### config.mk
export PLATFORM = sky130hd
export DESIGN_NAME = alu_arbiter
export DESIGN_NICKNAME = d
export VERILOG_FILES = /design/src/rtl/alu_arbiter.sv
export SDC_FILE = /design/constraint.sdc
export NUM_CORES = 1
export LEC_CHECK = 0
export ABC_CLOCK_PERIOD_IN_PS = 2500
export BUFFER_PORTS_ARGS = -buffer_cell sky130_fd_sc_hd__buf_2
export CORE_MARGIN = 4
export CORE_UTILIZATION = 43
export DETAILED_ROUTE_END_ITERATION = 8
export HOLD_SLACK_MARGIN = 0.02
export PLACE_DENSITY_LB_ADDON = 0.05
export SYNTH_ARGS = -nofsm -noshare
export SYNTH_HDL_FRONTEND = slang
export SYNTH_SLANG_ARGS = --single-unit
### constraint.sdc
create_clock -name clk -period 2.5 [get_ports clk]
set_input_delay 0.75 -clock clk [delete_from_list [all_inputs] [get_ports clk]]
set_output_delay 0.75 -clock clk [all_outputs]
set_load 0.01 [all_outputs]
### src/rtl/alu_arbiter.sv
// alu_arbiter: shares one combinational Alu16 between two requesters.
// An accepted op {a, b, c} is registered onto the ALU inputs and settles for one
// cycle. The ALU result and flags are then captured and returned on the owner's
// response channel. Grants are round-robin on contention, with one op in flight.
// Optional build macro: ALU_ARB_OPCHECK_EN. When it is defined, control codes
// outside the implemented ALU set are rejected. A rejected op gets an error
// response after 1 cycle and does not touch the ALU.
module alu_arbiter #(
  parameter int WIDTH  = 16,
  parameter int CTRL_W = 6
) (
  input  logic              clk,
  input  logic              reset,
  // requester 0
  input  logic              req0_valid,
  output logic              req0_ready,
  input  logic [WIDTH-1:0]  req0_a,
  input  logic [WIDTH-1:0]  req0_b,
  input  logic [CTRL_W-1:0] req0_c,
  output logic              rsp0_valid,
  input  logic              rsp0_ready,
  output logic [WIDTH-1:0]  rsp0_data,
  output logic              rsp0_zr,
  output logic              rsp0_ng,
  output logic              rsp0_err,
  // requester 1
  input  logic              req1_valid,
  output logic              req1_ready,
  input  logic [WIDTH-1:0]  req1_a,
  input  logic [WIDTH-1:0]  req1_b,
  input  logic [CTRL_W-1:0] req1_c,
  output logic              rsp1_valid,
  input  logic              rsp1_ready,
  output logic [WIDTH-1:0]  rsp1_data,
  output logic              rsp1_zr,
  output logic              rsp1_ng,
  output logic              rsp1_err,
  // shared ALU
  output logic [WIDTH-1:0]  alu_a,
  output logic [WIDTH-1:0]  alu_b,
  output logic [CTRL_W-1:0] alu_c,
  input  logic [WIDTH-1:0]  alu_out,
  input  logic              alu_zr,
  input  logic              alu_ng
);

  typedef enum logic [1:0] {
    ST_IDLE  = 2'd0,
    ST_ISSUE = 2'd1,
    ST_RESP  = 2'd2
  } state_t;

  // Control code that makes the ALU output constant 0; parked there after reset.
  localparam logic [CTRL_W-1:0] ALU_C_ZERO = CTRL_W'(6'b101010);
  localparam logic [WIDTH-1:0]  DATA_ZERO  = {WIDTH{1'b0}};

`ifdef ALU_ARB_OPCHECK_EN
  // Codes the Alu16 actually implements; anything else is rejected.
  function automatic logic op_supported(input logic [CTRL_W-1:0] code);
    logic ok;
    case (code)
      CTRL_W'(6'b101010),
      CTRL_W'(6'b111111),
      CTRL_W'(6'b111010),
      CTRL_W'(6'b001100),
      CTRL_W'(6'b110000),
      CTRL_W'(6'b001111),
      CTRL_W'(6'b110011): ok = 1'b1;
      default:            ok = 1'b0;
    endcase
    return ok;
  endfunction
`endif

  state_t              state_r;
  logic                owner_r;
  logic                last_grant_r;
  logic [WIDTH-1:0]    alu_a_r;
  logic [WIDTH-1:0]    alu_b_r;
  logic [CTRL_W-1:0]   alu_c_r;
  logic [1:0]          rsp_valid_r;
  logic [1:0][WIDTH-1:0] rsp_data_r;
  logic [1:0]          rsp_zr_r;
  logic [1:0]          rsp_ng_r;
  logic [1:0]          rsp_err_r;

  logic                grant_s;
  logic                any_valid_s;
  logic                accept_s;
  logic                reject_s;
  logic                own_ready_s;
  logic [WIDTH-1:0]    sel_a_s;
  logic [WIDTH-1:0]    sel_b_s;
  logic [CTRL_W-1:0]   sel_c_s;

  // Round-robin grant: a lone requester wins; on contention the one not served last wins.
  always_comb begin
    grant_s     = 1'b0;
    any_valid_s = 1'b0;
    if (req0_valid && req1_valid) begin
      grant_s     = ~last_grant_r;
      any_valid_s = 1'b1;
    end else if (req0_valid) begin
      grant_s     = 1'b0;
      any_valid_s = 1'b1;
    end else if (req1_valid) begin
      grant_s     = 1'b1;
      any_valid_s = 1'b1;
    end else begin
      grant_s     = 1'b0;
      any_valid_s = 1'b0;
    end
  end

  // Operand mux for the granted requester, plus the handshake and ready decode.
  always_comb begin
    sel_a_s  = req0_a;
    sel_b_s  = req0_b;
    sel_c_s  = req0_c;
    if (grant_s) begin
      sel_a_s = req1_a;
      sel_b_s = req1_b;
      sel_c_s = req1_c;
    end else begin
      sel_a_s = req0_a;
      sel_b_s = req0_b;
      sel_c_s = req0_c;
    end
    // Nothing is accepted while reset is asserted, even though the FSM is in IDLE.
    accept_s   = (state_r == ST_IDLE) && any_valid_s && !reset;
    req0_ready = accept_s && !grant_s;
    req1_ready = accept_s && grant_s;
  end

`ifdef ALU_ARB_OPCHECK_EN
  assign reject_s = ~op_supported(sel_c_s);
`else
  assign reject_s = 1'b0;
`endif

  // The owner's consume strobe closes the response phase.
  always_comb begin
    own_ready_s = 1'b0;
    if (owner_r) begin
      own_ready_s = rsp1_ready;
    end else begin
      own_ready_s = rsp0_ready;
    end
  end

  // Arbiter FSM: IDLE accepts, ISSUE lets the ALU settle and captures, RESP holds until consumed.
  always_ff @(posedge clk) begin
    if (reset) begin
      state_r       <= ST_IDLE;
      owner_r       <= 1'b0;
      last_grant_r  <= 1'b1;
      alu_a_r       <= DATA_ZERO;
      alu_b_r       <= DATA_ZERO;
      alu_c_r       <= ALU_C_ZERO;
      rsp_valid_r   <= 2'b00;
      rsp_data_r[0] <= DATA_ZERO;
      rsp_data_r[1] <= DATA_ZERO;
      rsp_zr_r      <= 2'b00;
      rsp_ng_r      <= 2'b00;
      rsp_err_r     <= 2'b00;
    end else begin
      case (state_r)
        ST_IDLE: begin
          if (accept_s) begin
            owner_r      <= grant_s;
            last_grant_r <= grant_s;
            if (reject_s) begin
              // Rejected code: the ALU keeps its inputs, and the error is answered next cycle.
              // Data and flags are already 0 because every response clears them on completion.
              rsp_valid_r[grant_s] <= 1'b1;
              rsp_err_r[grant_s]   <= 1'b1;
              state_r              <= ST_RESP;
            end else begin
              alu_a_r <= sel_a_s;
              alu_b_r <= sel_b_s;
              alu_c_r <= sel_c_s;
              state_r <= ST_ISSUE;
            end
          end else begin
            state_r <= ST_IDLE;
          end
        end
        ST_ISSUE: begin
          // The ALU inputs have been stable for a full cycle, so its outputs are settled.
          // The flags are taken from the ALU as it reports them, never recomputed here.
          rsp_valid_r[owner_r] <= 1'b1;
          rsp_data_r[owner_r]  <= alu_out;
          rsp_zr_r[owner_r]    <= alu_zr;
          rsp_ng_r[owner_r]    <= alu_ng;
          state_r              <= ST_RESP;
        end
        ST_RESP: begin
          if (own_ready_s) begin
            // Clear everything so that a channel which does not own an op reads as all zero.
            rsp_valid_r   <= 2'b00;
            rsp_data_r[0] <= DATA_ZERO;
            rsp_data_r[1] <= DATA_ZERO;
            rsp_zr_r      <= 2'b00;
            rsp_ng_r      <= 2'b00;
            rsp_err_r     <= 2'b00;
            state_r       <= ST_IDLE;
          end else begin
            state_r <= ST_RESP;
          end
        end
        default: begin
          rsp_valid_r   <= 2'b00;
          rsp_data_r[0] <= DATA_ZERO;
          rsp_data_r[1] <= DATA_ZERO;
          rsp_zr_r      <= 2'b00;
          rsp_ng_r      <= 2'b00;
          rsp_err_r     <= 2'b00;
          state_r       <= ST_IDLE;
        end
      endcase
    end
  end

  assign alu_a      = alu_a_r;
  assign alu_b      = alu_b_r;
  assign alu_c      = alu_c_r;

  assign rsp0_valid = rsp_valid_r[0];
  assign rsp0_data  = rsp_data_r[0];
  assign rsp0_zr    = rsp_zr_r[0];
  assign rsp0_ng    = rsp_ng_r[0];
  assign rsp0_err   = rsp_err_r[0];

  assign rsp1_valid = rsp_valid_r[1];
  assign rsp1_data  = rsp_data_r[1];
  assign rsp1_zr    = rsp_zr_r[1];
  assign rsp1_ng    = rsp_ng_r[1];
  assign rsp1_err   = rsp_err_r[1];

endmodule

==> Word-level counts from Yosys, hierarchy flattened <==
Index checks and enable logic that the tools add are counted.
{ "totals": {"ff_bits": 82, "latch_bits": 0, "ram_bits": 0, "mem_bits_ro": 0, "in_bits": 100, "word_cells": 60, "n_memories": 0} }
{ "op_classes": {"addsub": 0, "n_mul": 0, "div": 0, "magnitude_cmp": 2, "n_eq_ne": 3, "n_shift": 0, "n_mux": 26, "n_bitwise": 4, "n_reduce_logical": 13} }
{ "op_table": {"columns": ["cell", "n"], "rows": [
  ["32-bit one-hot mux with 3 select lines", 1],
  ["16-bit two-way mux", 3],
  ["32-bit bitwise mux", 1],
  ["32-bit two-way mux", 1],
  ["2-bit one-hot mux with 3 select lines", 4],
  ["16-bit demux with 1-bit select", 1],
  ["1-bit two-way mux", 8],
  ["1-bit logical AND", 6],
  ["6-bit two-way mux", 1],
  ["2-bit AND reduction", 3],
  ["2-bit bitwise mux", 2],
  ["2-bit two-way mux", 2],
  ["2-bit one-hot mux with 2 select lines", 1],
  ["1-bit inverter", 3],
  ["2-bit by 1-bit == test with 1-bit output, second input constant", 1],
  ["2-bit == test, second input constant", 1],
  ["1-bit logical NOT", 2],
  ["2-bit logical NOT", 1],
  ["1-bit by 2-bit less-than comparator with 1-bit output, second input constant", 1],
  ["2-bit inequality test, second input constant", 1],
  ["2-bit OR", 1],
  ["2-bit OR reduction", 1],
  ["1-bit demux with 1-bit select", 1],
  ["1-bit greater-or-equal comparator, second input constant", 1]
]} }

==> Depth between registers and ports, before layout <==
Gate-level depths: netlist of the first run.
{ "depth": {"depth_word": 7, "depth_mapped": 7} }

==> Least setup slack after synthesis of the first run <==
Ideal clock, no wire load.
{ "synth_path": {"path_type": "input port to output port", "start": "in reset", "end": "out req1_ready", "t_arrival_ns": 1.504, "t_required_ns": 1.750, "slack_ns": 0.246, "stages": 5, "cell_sequence": "buf_2 nor3_2 and3_1 clkbuf_1 buf_2"} }
{ "synth_via": {"elab_chain_cells": 3} }
{ "synth_rtl": {"columns": ["item", "line", "source"], "rows": [
  ["start, declared", "13", "input logic reset,"],
  ["1-bit logical NOT", "130", "accept_s = (state_r == ST_IDLE) && any_valid_s && !reset;"],
  ["1-bit logical AND", "130", null],
  ["1-bit logical AND", "132", "req1_ready = accept_s && grant_s;"],
  ["end, declared", "28", "output logic req1_ready,"]
]} }
Every way passes these cells.

==> Final worst setup path of the first run <==
{ "layout_path": {"start": "reg state_r[1]", "end": "out req0_ready"} }
{ "layout_via": {"elab_chain_cells": 4} }
{ "layout_rtl": {"columns": ["item", "line", "source"], "rows": [
  ["start, declared", "75", "state_t state_r;"],
  ["start signal, assigned", "154", "state_r <= ST_IDLE;"],
  ["start signal, assigned", "177", "state_r <= ST_RESP;"],
  ["start signal, assigned", "182", "state_r <= ST_ISSUE;"],
  ["2-bit logical NOT", "130", null],
  ["1-bit logical AND (2 in series)", "130", null],
  ["1-bit logical AND", "131", "req0_ready = accept_s && !grant_s;"],
  ["end, declared", "16", "output logic req0_ready,"]
]} }
Every way passes these cells.

==> metrics.md, run 1 <==
| Metric | Value |
|---|---|
| DRC viols | `0` |
| Initial antenna violation count | `0` |
| Area Overhead vs Synth | `36.4%` |
| Slew HR | `45.2%` |
| Peak supply drop | `0.415 mV` |
| Vias | `2745` |
| Worst EP arrival | `1.37 ns` |
| Global route overflow | `0` |
| Total of max-cap violations | `0` |
| Clk pin slew, worst setup/hold paths | `0.08 ns` |
| Worst-Margin Slew | `0.820 ns` |
| DR vias/cell | `5.29` |
| CP startpoint kind | `flop` |
| Global-route total usage across every layer | `19.3%` |
| Ratio of cells with drive above 1 in the final layout | `46.7%` |
| Hold path start | `alu_a[1]$_SDFFE_PP0P_` |
| P_leak | `2.22 nW` |
| HPWL after DPL | `5910 um` |
| Synth Instances | `268` |
| Critical Path RT | `1.75 ns` |
| Clk Latency, worst-skew pair | `0.34 ns` |
| Die Height | `91.1 um` |
| Hold Path Stages | `1` |
| CTS sink count | `80` |
| Ant. Diodes | `0` |
| HP Class | `flop to flop` |
| Hold endpoint | `alu_a[1]$_SDFFE_PP0P_` |
| Total CTS buffers | `9` |
| Post-DRT Antenna Nets | `0` |
| Crit end category | `primary output` |
| Layout net count | `534` |
| Final Max Slew Viols | `0` |
| Fill count | `626` |
| CTS max path bufs | `2` |
| Pwr dens | `703 nW/um^2` |
| Setup Skew | `0.0110 ns` |
| Status | `finished clean` |
| First-pass GRT wire length | `13000 um` |
| Buf+Inv Stages, Crit Path | `1` |
| Minimum clock period | `2.12 ns` |
| YS warnings | `0` |
| Largest net degree at the start of global routing | `40` |
| Top cell family by delay on the critical path | `simple AND/OR/NAND/NOR gates` |
| Worst Reg2Reg Path Length in Cells | `5` |
| Fin Setup TNS | `0 ns` |
| Crit-path cells | `nor3_2, and3_1, buf_2` |
| CTS resizes | `0` |
| Routed WL | `7980 um` |
| Worst Setup Path Type | `flop to primary output` |
| RSZ-0062 raised after global routing | `false` |
| H-tree depth | `3` |
| Drt wl/cell | `15.4 um` |
| Sequential fraction of the synthesis area | `54.0%` |
| Total die area | `8300 um^2` |
| Endpoints failing setup | `0` |
| Die W | `91.1 um` |
| Worst r2r src | `state_r[1]$_SDFF_PP0_` |
| Non-filler cells in the finished layout | `519` |
| Worst Path Max Fanout | `9` |
| Core box area | `6760 um^2` |
| Most common cell after layout, fill and taps aside | `buf_2` |
| Final period util | `84.7%` |
| Cell variety after synth | `28` |
| Post-Syn Area | `2970 um^2` |
| R2r endpoint | `alu_a[15]$_SDFFE_PP0P_` |
| Initial Util | `43.9%` |
| Inst Count DP | `503` |
| Postcts setup bufs | `0` |
| Syn Area/Cell | `11.1 um^2` |
| Root buf cell | `clkbuf_8` |
| # rows | `30` |
| Fin. Hold Viols | `0` |
| RD Place Congestion | `0.727` |
| R2R Setup Slk | `0.80 ns` |
| Crit path largest cell delay | `0.42 ns` |
| Drt first pass iters | `4` |
| Synth Register Bits | `80` |
| PortBufs | `177` |
| Hold Buf Count CTS | `0` |
| CTS tree | `built` |
| I/O pin total | `180` |
| Most frequent cells in the layout | `buf_2 (177), dfxtp_1 (80), a22o_1 (45)` |
| Achievable Freq | `472 MHz` |
| Vias in the first global route | `2709` |
| DRT iter0 DRCs | `73` |
| Slowest stage cell, crit path | `dfxtp_1` |
metal layers:
metal | global-route usage (%) | part of all wire (%) | vias to the layer above
met2 | 31.3 | 47 | 108
met1 | 23.5 | 43 | 1287
met3 | 6.46 | 8.5 | 8
met4 | 7.54 | 1.2 | 0
met5 | 0 | 0 | -
li1 | - | - | 1342
cell families after synthesis:
group / Yosys count / share of synthesized area (%)
AOI/OAI and AO/OA: 111 / 32.1
muxes: 1 / 0.337
DFF: 80 / 54.0
other: 1 / 0.126
and+or+nand+nor: 43 / 7.80
buffers and inverters: 32 / 5.69
flip-flops by register name, indices dropped and copies added (netlist names):
name	flops
alu_a	16
alu_b	16
alu_c	6
last_grant_r	1
owner_r	1
rsp0_data	16
rsp1_data	16
rsp_ng_r	2
rsp_valid_r	2
rsp_zr_r	2
state_r	2
where the power goes:
part	switching [W]	internal, W
Combinational	0.000248	0.000229
Clock	0.000451	0.000492
Sequential	0.0000537	0.00137
Total	0.000753	0.00209
cells in the mapped netlist (all sizes together):
cell	number	area share, %
a21o	29	7.3
a21oi	3	0.89
a221oi	3	0.89
a222oi	8	2.7
a22o	45	13
a22oi	1	0.25
a32o	18	6.1
and2	1	0.30
and3	3	0.63
buf	21	4.3
clkbuf	7	0.89
conb	1	0.13
dfxtp	80	54
inv	4	0.51
mux2i	1	0.34
nand2	7	0.89
nand2b	3	0.63
nor2	15	2.0
nor2b	10	2.1
nor3	2	0.67
o21ai	4	0.67
or2	1	0.21
or3	1	0.38
worst max path at each step:
stage,startpoint,end,slack [ns],depth (start not counted)
after floorplan,reset,req1_ready,0.25,5
final,state_r[1]$_SDFF_PP0_,req0_ready,0.38,3
after CTS,state_r[1]$_SDFF_PP0_,req0_ready,0.36,3
after global placement,reset,req1_ready,0.41,4
after global routing,state_r[1]$_SDFF_PP0_,req1_ready,0.26,3
after detailed placement,reset,req1_ready,0.38,4
layout make-up:
type                       count  area (um^2)  share of cell area (%)
clock buffer                  10          138                    3.40
multi-input combinational    157         1200                    29.7
inverter                       4         15.0                   0.371
tap                           80          100                    2.47
sequential                    80         1600                    39.6
timing repair buffer         182          923                    22.8
clock inverter                 6         68.8                    1.70
stage by stage:
step           util (%)  power, W  hold slack (ns)  cell area [um^2]  setup slack (ns)
6_report           59.9   0.00284            0.448              4050             0.382
5_1_grt            59.9   0.00300            0.463              4050             0.260
4_1_cts            59.9   0.00289            0.452              4050             0.355
3_5_place_dp       56.9   0.00194            0.433              3840             0.384
3_3_place_gp       56.9   0.00193            0.429              3840             0.408
2_1_floorplan         -   0.00173            0.434              2970             0.246
Note: power is estimated with default switching activity, not from simulation.
==> run 2, diff against run 1 <==
--- a/config.mk
+++ b/config.mk
@@ -5,10 +5,11 @@
 export SDC_FILE = /design/constraint.sdc
 export NUM_CORES = 1
 export LEC_CHECK = 0
-export ABC_CLOCK_PERIOD_IN_PS = 2500
+export ABC_AREA = 1
+export ABC_CLOCK_PERIOD_IN_PS = 2190
 export BUFFER_PORTS_ARGS = -buffer_cell sky130_fd_sc_hd__buf_2
 export CORE_MARGIN = 4
-export CORE_UTILIZATION = 43
+export CORE_UTILIZATION = 48
 export DETAILED_ROUTE_END_ITERATION = 8
 export HOLD_SLACK_MARGIN = 0.02
 export PLACE_DENSITY_LB_ADDON = 0.05
==> constraint.sdc (replaced) <==
create_clock -name clk -period 2.19 [get_ports clk]
set_input_delay 0.657 -clock clk [delete_from_list [all_inputs] [get_ports clk]]
set_output_delay 0.657 -clock clk [all_outputs]
set_load 0.01 [all_outputs]
==> metrics.md, run 2 <==
| Metric | Value |
|---|---|
| Drt first pass iters | `4` |
| Cell variety after synth | `21` |
| Total die area | `10100 um^2` |
| Most common cell after layout, fill and taps aside | `nand2_1` |
| Routed WL | `11200 um` |
| # rows | `33` |
| HPWL after DPL | `8510 um` |
| RSZ-0062 raised after global routing | `false` |
| Vias in the first global route | `4224` |
| YS warnings | `0` |
| CP startpoint kind | `flop` |
| Global-route total usage across every layer | `22.3%` |
| Worst EP arrival | `1.42 ns` |
| Pwr dens | `747 nW/um^2` |
| Root buf cell | `clkbuf_8` |
| Clk Latency, worst-skew pair | `0.34 ns` |
| Fin. Hold Viols | `0` |
| Top cell family by delay on the critical path | `simple AND/OR/NAND/NOR gates` |
| Switching Fraction | `31.2%` |
| DR vias/cell | `4.80` |
| Global route overflow | `0` |
| Post-Syn Area | `4090 um^2` |
| Seq pwr share | `42.9%` |
| Logic pwr share | `26.8%` |
| Fill count | `838` |
| Achievable Freq | `482 MHz` |
| Critical path's most frequent cell | `nor2_4` |
| Slowest stage cell, crit path | `dfxtp_1` |
| Final period util | `94.7%` |
| Status | `finished clean` |
| Setup Skew | `0.00987 ns` |
| Area contributors post-synth | `dfxtp_1 (39%), nand2_1 (26%), inv_1 (8.4%)` |
| Die W | `100 um` |
| Initial antenna violation count | `0` |
| Post-DRT Antenna Nets | `0` |
| First-pass GRT wire length | `18400 um` |
| Postcts setup bufs | `0` |
| Endpoints failing setup | `0` |
| Crit-path cells | `nor2_4, o21ai_2, nor2_4, nand2_1, inv_1, buf_2` |
| Total CTS buffers | `9` |
| Non-filler cells in the finished layout | `941` |
| Post-synth top area cell | `dfxtp_1` |
| Drt wl/cell | `11.9 um` |
| Most frequent cell after synthesis | `nand2_1` |
| Inst Count DP | `925` |
| Net Switching | `0.00122 W` |
| Fin Setup TNS | `0 ns` |
| Die Height | `100 um` |
| Critical Path RT | `1.53 ns` |
| Most frequent cells in the layout | `nand2_1 (288), buf_2 (177), inv_1 (91)` |
| Top_reg_cell synth | `dfxtp_1` |
| Ratio of cells with drive above 1 in the final layout | `26.2%` |
| DRT iter0 DRCs | `160` |
| Area share of the leading cell type in the synthesized netlist | `39.2%` |
| Largest net degree at the start of global routing | `40` |
| Syn Area/Cell | `6.09 um^2` |
| Worst Setup Path Type | `flop to primary output` |
| Final Max Slew Viols | `0` |
| Buf+Inv Stages, Crit Path | `2` |
| Total of max-cap violations | `0` |
| EDFF count, synth | `0` |
| P_leak | `2.98 nW` |
| PortBufs | `177` |
| Clock share of power | `30.4%` |
| Crit end category | `primary output` |
| Most common library cells after synthesis | `nand2_1 (288), inv_1 (91), dfxtp_1 (80)` |
| Asr flop ratio synth | `0%` |
| Peak supply drop | `0.335 mV` |
| Worst Path Max Fanout | `5` |
| H-tree depth | `3` |
| I/O pin total | `180` |
| Layout net count | `931` |
| Crit path largest cell delay | `0.38 ns` |
| DRC viols | `0` |
| Core box area | `8260 um^2` |
| Initial Util | `49.5%` |
| Vias | `4514` |
| RD Place Congestion | `0.883` |
| HP Class | `flop to flop` |
| CTS tree | `built` |
| Synth Instances | `671` |
| Cell-internal power | `0.00269 W` |
| Area Overhead vs Synth | `28.0%` |
| CTS max path bufs | `2` |
| Clk pin slew, worst setup/hold paths | `0.07 ns` |
| Ant. Diodes | `0` |
| Minimum clock period | `2.07 ns` |
| CTS sink count | `80` |
| Synth Register Bits | `80` |
| Sequential fraction of the synthesis area | `39.2%` |
==> run 2: changes by cell type in the layout (fill, tap and decap cells not counted), moves of 18 or more <==
cell	delta
nand4_1	+45
a22o_1	-45
nand2_1	+281
nor2_1	+50
a32o_1	-18
a21oi_1	+39
a21o_1	-29
inv_1	+87
==> run 2: cells by family (layout without fill, tap and decap cells) <==
group                  after synthesis  count (layout)  share of synthesized area [%]
AND/OR/NAND/NOR                    405             405                           40.8
buffers and inverters              140             304                           14.1
flip-flops                          80              80                           39.2
AO/OA/AOI/OAI                       45              45                           5.79
other                                1               2                         0.0917
==> run 2: timing repair <==
item / in CTS / in global routing
setup endpoints to repair: 0 / 2
endpoints found under the hold margin: 0 / 0
hold buffers: 0 / 0
resized for setup: 0 / 1
==> run 2: final timing paths <==
check | from | to | slack, ns | cells after the start
worst max register to register | state_r[1]$_SDFF_PP0_ | rsp1_data[10]$_SDFFE_PP0P_ | 0.35 | 7
worst min register to register | rsp_valid_r[0]$_SDFFE_PP0P_ | rsp_valid_r[0]$_SDFFE_PP0P_ | 0.47 | 2
worst min-delay path | rsp_valid_r[0]$_SDFFE_PP0P_ | rsp_valid_r[0]$_SDFFE_PP0P_ | 0.47 | 2
worst max-delay path | state_r[1]$_SDFF_PP0_ | req0_ready | 0.12 | 6
==> run 2: worst reg2reg max path, cell delays in order, from the launching register on <==
cell and delay, ns:
dfxtp_1 0.47, inv_2 0.19, nor2_1 0.14, nand3_2 0.30
nand3_2 0.44, nand2_1 0.11, inv_1 0.07, nor2_1 0.04
==> run 2: power groups by stage <==
stage	Clock (W)	Sequential, W	Combinational [W]
after global routing	0.00127	0.00169	0.00120
final	0.00119	0.00167	0.00105
after floorplan	0	0.00177	0.000619
after global placement	0	0.00170	0.00104
after CTS	0.00122	0.00168	0.00106
after detailed placement	0	0.00171	0.00105
==> run 2: through the flow <==
step	instance area (um^2)	total power (W)	hold WS (ns)	utilization (%)	setup slack [ns]
global route	5230	0.00417	0.487	63.3	0.00414
detailed placement	5010	0.00276	0.456	60.7	0.218
global placement	5010	0.00274	0.447	60.7	0.272
CTS	5230	0.00395	0.467	63.3	0.0237
finish	5230	0.00391	0.466	63.3	0.117
floorplan	4090	0.00239	0.441	-	0.237
==> run 2: area by class of cell <==
cell class | instances | area, um^2 | share of cell area [%]
multi-input combinational | 452 | 1920 | 36.7
sequential | 80 | 1600 | 30.6
timing repair buffer | 194 | 1010 | 19.4
inverter | 94 | 353 | 6.74
clock buffer | 13 | 149 | 2.85
tap | 105 | 131 | 2.51
clock inverter | 3 | 65.1 | 1.24
==> run 2: layer usage <==
layer	up-vias	wire (um)	global-route usage (%)	share of wire, %
met5	-	0	0	0
met4	0	243	7.25	2.2
met3	23	897	5.56	8.0
met2	153	5480	38.9	49
met1	1995	4560	26.9	41
li1	2343	-	-	-
